$ cat src/rtl/bin2bcd_if.sv
// ---------------------------------------------------------------------------
// bin2bcd_if : handshake and result bundle for bin2bcd_seq.
//
// Signals
//   start    master -> slave  request a conversion of bin (taken only when idle)
//   bin      master -> slave  unsigned value, BIN_W bits
//   busy     slave  -> master conversion in progress
//   done     slave  -> master one-cycle pulse, bcd/overflow just updated
//   bcd      slave  -> master 4*DIGITS bits, nibble i = decimal digit i
//   overflow slave  -> master value did not fit in DIGITS digits
//   blank    slave  -> master leading-zero mask (only with BIN2BCD_BLANK_EN)
//
// Handshake: start is a level request sampled on every rising clock edge
// while busy=0; the edge that samples start=1 captures bin and raises busy.
// There is no backpressure on the result side: done is a single-cycle pulse
// and bcd/overflow stay stable until the next done.
// ---------------------------------------------------------------------------
interface bin2bcd_if #(
  parameter int BIN_W  = 16,
  parameter int DIGITS = 5
);
  logic                  start;
  logic [BIN_W-1:0]      bin;
  logic                  busy;
  logic                  done;
  logic [4*DIGITS-1:0]   bcd;
  logic                  overflow;
`ifdef BIN2BCD_BLANK_EN
  logic [DIGITS-1:0]     blank;

  modport master (output start, bin, input busy, done, bcd, overflow, blank);
  modport slave  (input start, bin, output busy, done, bcd, overflow, blank);
`else
  modport master (output start, bin, input busy, done, bcd, overflow);
  modport slave  (input start, bin, output busy, done, bcd, overflow);
`endif
endinterface

$ cat src/rtl/bin2bcd_seq.sv
// ---------------------------------------------------------------------------
// bin2bcd_seq : sequential binary-to-BCD converter (shift-add-3, one input
// bit per clock, fixed latency).
//
// Parameters
//   BIN_W  width of the binary input (>=1)
//   DIGITS number of BCD digits produced (>=1), digit 0 = units
//
// Ports
//   clock        rising-edge system clock
//   reset        asynchronous active-high reset
//   bus          bin2bcd_if slave modport (start/bin in, busy/done/bcd/overflow out)
//   o_dbg_state  current FSM state (IDLE=0, SHIFT=1, FINISH=2)
//
// Optional feature: define BIN2BCD_BLANK_EN to add the leading-zero blank
// mask (bus.blank). Without it the mask register and logic do not exist.
//
// Timing: start accepted at edge T, SHIFT on edges T+1..T+BIN_W, FINISH
// registers the result at edge T+BIN_W+1, so done is high in the cycle
// after that edge and the next start can be taken on edge T+BIN_W+2.
// ---------------------------------------------------------------------------
module bin2bcd_seq #(
  parameter int BIN_W  = 16,
  parameter int DIGITS = 5
) (
  input  logic       clock,
  input  logic       reset,
  bin2bcd_if.slave   bus,
  output logic [1:0] o_dbg_state
);

  localparam int CNT_W = $clog2(BIN_W + 1);

  localparam logic [1:0] S_IDLE   = 2'd0;
  localparam logic [1:0] S_SHIFT  = 2'd1;
  localparam logic [1:0] S_FINISH = 2'd2;

  logic [1:0]          r_state;
  logic [BIN_W-1:0]    r_shift;
  logic [4*DIGITS-1:0] r_scratch;
  logic [CNT_W-1:0]    r_cnt;
  logic                r_ovf_acc;
  logic [4*DIGITS-1:0] r_bcd;
  logic                r_ovf;
  logic                r_done;

  logic [4*DIGITS-1:0] w_adj;
  logic [4*DIGITS-1:0] w_next_scratch;
  logic                w_ovf_out;

  // Add-3 correction: every digit >=5 gets +3 before the shift so it
  // carries into the next digit after doubling. Purely per-column.
  always_comb begin
    w_adj = '0;
    for (int i = 0; i < DIGITS; i++) begin
      if (r_scratch[4*i +: 4] >= 4'd5) begin
        w_adj[4*i +: 4] = r_scratch[4*i +: 4] + 4'd3;
      end else begin
        w_adj[4*i +: 4] = r_scratch[4*i +: 4];
      end
    end
  end

  // Shift {scratch, shift} left by one; the bit leaving the top digit is
  // lost from the result and only recorded as overflow.
  assign w_next_scratch = (w_adj << 1) | {{(4*DIGITS-1){1'b0}}, r_shift[BIN_W-1]};
  assign w_ovf_out      = w_adj[4*DIGITS-1];

`ifdef BIN2BCD_BLANK_EN
  localparam logic [DIGITS-1:0] BLANK_RST = ~(DIGITS'(1));

  logic [DIGITS-1:0] r_blank;
  logic [DIGITS-1:0] w_blank;
  logic              w_zero_above;

  // Digit i is blank when it and every digit above it is zero; the units
  // digit is never blanked so a zero value still shows "0".
  always_comb begin
    w_blank      = '0;
    w_zero_above = 1'b1;
    for (int i = DIGITS - 1; i >= 1; i--) begin
      w_zero_above = w_zero_above & (r_scratch[4*i +: 4] == 4'd0);
      w_blank[i]   = w_zero_above;
    end
  end

  always_ff @(posedge clock or posedge reset) begin
    if (reset) begin
      r_blank <= BLANK_RST;
    end else if (r_state == S_FINISH) begin
      r_blank <= w_blank;
    end
  end

  assign bus.blank = r_blank;
`endif

  always_ff @(posedge clock or posedge reset) begin
    if (reset) begin
      r_state   <= S_IDLE;
      r_shift   <= '0;
      r_scratch <= '0;
      r_cnt     <= '0;
      r_ovf_acc <= 1'b0;
      r_bcd     <= '0;
      r_ovf     <= 1'b0;
      r_done    <= 1'b0;
    end else begin
      r_done <= 1'b0;
      case (r_state)
        S_IDLE: begin
          if (bus.start) begin
            r_shift   <= bus.bin;
            r_scratch <= '0;
            r_ovf_acc <= 1'b0;
            r_cnt     <= CNT_W'(BIN_W);
            r_state   <= S_SHIFT;
          end
        end
        S_SHIFT: begin
          r_scratch <= w_next_scratch;
          r_shift   <= r_shift << 1;
          r_ovf_acc <= r_ovf_acc | w_ovf_out;
          r_cnt     <= r_cnt - CNT_W'(1);
          if (r_cnt == CNT_W'(1)) begin
            r_state <= S_FINISH;
          end
        end
        S_FINISH: begin
          r_bcd   <= r_scratch;
          r_ovf   <= r_ovf_acc;
          r_done  <= 1'b1;
          r_state <= S_IDLE;
        end
        default: r_state <= S_IDLE;
      endcase
    end
  end

  assign bus.busy     = (r_state != S_IDLE);
  assign bus.done     = r_done;
  assign bus.bcd      = r_bcd;
  assign bus.overflow = r_ovf;
  assign o_dbg_state  = r_state;

endmodule

$ cat src/flat_wrapper.sv
// flat-port wrapper written by rule: the top's interface ports become plain ports
module bin2bcd_seq_flat 
#(
  parameter int BIN_W  = 16,
  parameter int DIGITS = 5
)
  (clock, reset, o_dbg_state, bus_start, bus_bin, bus_busy, bus_done, bus_bcd, bus_overflow);
  bin2bcd_if #(.BIN_W(BIN_W), .DIGITS(DIGITS)) bus_i ();
  input  logic clock;
  input  logic reset;
  output logic [1:0] o_dbg_state;
  input wire logic [$bits(bus_i.start)-1:0] bus_start;
  input wire logic [$bits(bus_i.bin)-1:0] bus_bin;
  output wire logic [$bits(bus_i.busy)-1:0] bus_busy;
  output wire logic [$bits(bus_i.done)-1:0] bus_done;
  output wire logic [$bits(bus_i.bcd)-1:0] bus_bcd;
  output wire logic [$bits(bus_i.overflow)-1:0] bus_overflow;
  assign bus_i.start = bus_start;
  assign bus_i.bin = bus_bin;
  assign bus_busy = bus_i.busy;
  assign bus_done = bus_i.done;
  assign bus_bcd = bus_i.bcd;
  assign bus_overflow = bus_i.overflow;
  bin2bcd_seq #(.BIN_W(BIN_W), .DIGITS(DIGITS)) u_core (.clock(clock), .reset(reset), .bus(bus_i), .o_dbg_state(o_dbg_state));
endmodule
$ cat config.mk
export PLATFORM = sky130hd
export DESIGN_NAME = bin2bcd_seq_flat
export DESIGN_NICKNAME = d
export VERILOG_FILES = /design/src/rtl/bin2bcd_if.sv /design/src/rtl/bin2bcd_seq.sv /design/src/flat_wrapper.sv
export SDC_FILE = /design/constraint.sdc
export NUM_CORES = 1
export LEC_CHECK = 0
export CAP_MARGIN = 20
export CORE_MARGIN = 2
export CORE_UTILIZATION = 51
export DETAILED_ROUTE_END_ITERATION = 16
export PLACE_DENSITY = 0.75
export SYNTH_ARGS = -nofsm -noshare
export SYNTH_HDL_FRONTEND = slang
export SYNTH_SLANG_ARGS = --single-unit
$ cat constraint.sdc
create_clock -name clock -period 2.7 [get_ports clock]
set_input_delay 0.405 -clock clock [delete_from_list [all_inputs] [get_ports clock]]
set_output_delay 0.405 -clock clock [all_outputs]
set_load 0.05 [all_outputs]
==> flow_metrics.env <==
export IMPL_end_kind="output port"
export IMPL_final_antenna_net_count=0
export IMPL_ctsRootBufferMaster="clkbuf_8"
export IMPL_crit_type="reg -> out"
export IMPL_nFillCells=505
export IMPL_clockBufferDepth=2
export IMPL_ys_seq_area_share_pct=49.8
export IMPL_die_area_mm2=0.00716
export IMPL_path_buf_inv=1
export IMPL_grt_usage_pct=19.6
export IMPL_cp_data_arrival_time_ps=1780
export IMPL_leakage_nw=1.58
export IMPL_syn_inst=281
export IMPL_cts_hold_buf=0
export IMPL_maxClockFrequency_mhz=457
export IMPL_synth_nets=312
export IMPL_ys_warn_count=0
export IMPL_maxCapViolations=0
export IMPL_ys_flop_type="dfrtp_1"
export IMPL_overflow=0
export IMPL_relSlewSlack_pct=50.8
export IMPL_first_pass_iters=4
export IMPL_skew_ps=7.04
export IMPL_vias=2347
export IMPL_synth_compound_area_share_pct=24.4
export IMPL_final_hold_viol_count=0
export IMPL_layout_commonest_cell="dfrtp_1"
export IMPL_setup_viol=0
export IMPL_die_width_um=84.6
export IMPL_vdd_drop_max_mv=0.677
export IMPL_tns_ps=0
export IMPL_synth_top_family_by_area="compound AO/OA/AOI/OAI gates"
export IMPL_drv_slew=0
export IMPL_finalWirelength_um=6600
export IMPL_synth_seq_cells=66
export IMPL_cp_required_ps=2300
export IMPL_cpPeakStageDelay_ps=880
export IMPL_r2r_end="u_core.r_scratch[14]"
export IMPL_grt_max_degree=26
export IMPL_grt_pass1_wl_um=11400
export IMPL_p_seq_share_pct=36.7
export IMPL_die_height_um=84.6
export IMPL_p_sw_mw=1.97
export IMPL_synthMuxAreaShare_pct=7.44
export IMPL_viasPerCell=5.80
export IMPL_post_cts_setup_buffer_count=0
export IMPL_slowest_stage="clkdlybuf4s50_1"
export IMPL_numPortBuffers=43
export IMPL_fp_row_count=29
export IMPL_crit_start="u_core.o_dbg_state[0]"
export IMPL_crit_chain="clkdlybuf4s50_1"
export IMPL_reg2reg_setup_slack_ps=950
export IMPL_crit_family="buffers and inverters"
export IMPL_rr_startpoint="u_core.o_dbg_state[0]"
export IMPL_yosysUniqueCellTypes=44
export IMPL_power_density_mw_per_mm2=1170
export IMPL_hold_class="in -> async"
export IMPL_path_clk_slew_ps=70
export IMPL_cts_htree_levels=3
export IMPL_post_drt_wl_per_cell_um=16.3
export IMPL_cts_tree="done"
export IMPL_power_frac_clock_pct=15.8
export IMPL_gp_congestion=0.803
export IMPL_grt_setup_unrepaired="no"
export IMPL_dpl_cell_area_mm2=0.00373
export IMPL_synthAdderAreaFrac_pct=4.53
export IMPL_io_pins=44
export IMPL_path_max_fanout=11
export IMPL_n_antenna_cell=0
export IMPL_synth_edf_count=0
export IMPL_layout_nets=355
export IMPL_status="complete, no violations"
export IMPL_startpoint_type="register"
export IMPL_area_delta_synth_final_pct=17.7
export IMPL_netSwitchingFraction_pct=43.1
export IMPL_period_needed_ps=2190
export IMPL_async_flop_share_pct=100
export IMPL_core_area_mm2=0.00631
export IMPL_ctsResizeCount=0
export IMPL_clock_sinks=66
export IMPL_drive_gt1_share_pct=18.0
export IMPL_grt_pass1_vias=2401
export IMPL_drc=0
export IMPL_synth_xor_area_share_pct=1.32
export IMPL_layout_common_cells="dfrtp_1 (66), clkdlybuf4s50_1 (42), o22ai_1 (31), inv_1 (23), mux2_2 (21)"
export IMPL_initial_core_util_pct=52.5
export IMPL_drt_initial_drc_count=163
export IMPL_worst_r2r_path_depth=3
export IMPL_period_share_pct=81.0
export IMPL_yosys_area_share_simple_pct=4.95
export IMPL_post_dp_hpwl_um=4530
export IMPL_p_int_mw=2.60
export IMPL_insertion_delay_ps=330
export IMPL_synth_avg_cell_area_um2=11.8
export IMPL_synth_area_mm2=0.00331
export IMPL_combPwrFrac_pct=47.5
export IMPL_numCtsBuffers=9
export IMPL_max_slew_worst_pin_slew_ps=738
export IMPL_design_area_mm2=0.00390
export IMPL_critical_path_depth=1
export IMPL_antenna_found_initial=0
final cells by class:
cell class	count	area, µm²	share of cell area (%)
inverters	26	97.6	2.50
clock buffers	12	155	3.98
well taps	77	96.3	2.47
clock inverters	3	15.0	0.385
multi-input cells	172	1410	36.2
flip-flops and latches	66	1650	42.3
repair buffers	49	473	12.1
layer usage:
layer  share of wire (%)  global-route usage, %  up-vias
met5                   0                      0        -
met4                 1.5                   7.22        0
met3                 2.2                   3.34       10
met2                  49                   31.4       33
met1                  48                   27.1     1164
li1                    -                      -     1140
registers in the layout, summed over array words and instances, names as in the netlist:
name                 count
u_core.bus.bcd          20
u_core.bus.overflow      1
u_core.r_cnt             5
u_core.r_scratch        20
u_core.o_dbg_state       2
u_core.bus.done          1
u_core.r_ovf_acc         1
u_core.r_shift          16
power by group through the flow:
| stage | registers [mW] | clock network (mW) | logic, mW |
|---|---|---|---|
| CTS | 1.67 | 0.741 | 2.18 |
| detailed placement | 1.69 | 0 | 2.17 |
| floorplan | 1.96 | 0 | 1.42 |
| finish | 1.67 | 0.724 | 2.17 |
| global placement | 1.67 | 0 | 2.11 |
| global route | 1.73 | 0.798 | 2.35 |
logic make-up (layout without fill, tap and decap cells):
kind of cell	Yosys count	count (layout)
adder cells (fa/ha/maj)	12	12
flip-flops	66	66
AO/OA/AOI/OAI	102	102
XOR/XNOR	5	5
buffers and inverters	43	90
multiplexers	22	22
AND/OR/NAND/NOR	31	31
metrics by stage:
| step | util (%) | std cells | setup slack, ps | hold slack, ps | power, mW |
|---|---|---|---|---|---|
| final | 61.8 | 405 | 512 | 428 | 4.57 |
| after global routing | 61.8 | 405 | 452 | 472 | 4.87 |
| after CTS | 61.8 | 405 | 499 | 442 | 4.60 |
| after detailed placement | 59.1 | 390 | 722 | 481 | 3.86 |
| after global placement | 59.1 | 390 | 754 | 461 | 3.78 |
| after floorplan | - | 281 | 640 | 443 | 3.38 |
how the worst max path moves through the flow:
stage                                 to
floorplan              u_core.bus.bcd[0]
global placement    u_core.r_scratch[15]
detailed placement  u_core.r_scratch[15]
CTS                       o_dbg_state[0]
global route              o_dbg_state[0]
finish                    o_dbg_state[0]
Yosys cell counts, types with 2 or more instances:
cell / count / area share, %
o221ai_2: 4 / 1.8
o2111ai_1: 10 / 2.6
ha_1: 12 / 4.5
xnor2_1: 5 / 1.3
and2b_1: 2 / 0.45
buf_4: 2 / 0.45
a21oi_1: 15 / 2.3
o31ai_1: 4 / 0.91
a32o_1: 6 / 1.8
o31ai_4: 2 / 1.3
nor2b_1: 5 / 0.94
nand2_1: 14 / 1.6
clkbuf_1: 2 / 0.23
inv_1: 24 / 2.7
mux2_2: 21 / 7.1
dfrtp_1: 66 / 50
o21ai_0: 10 / 1.5
o32ai_1: 3 / 0.79
buf_2: 3 / 0.45
nand2b_1: 2 / 0.38
o21a_1: 5 / 1.1
o311ai_2: 5 / 2.5
buf_6: 8 / 2.7
o22ai_1: 31 / 5.9
Note: power is estimated with default switching activity, not from simulation.
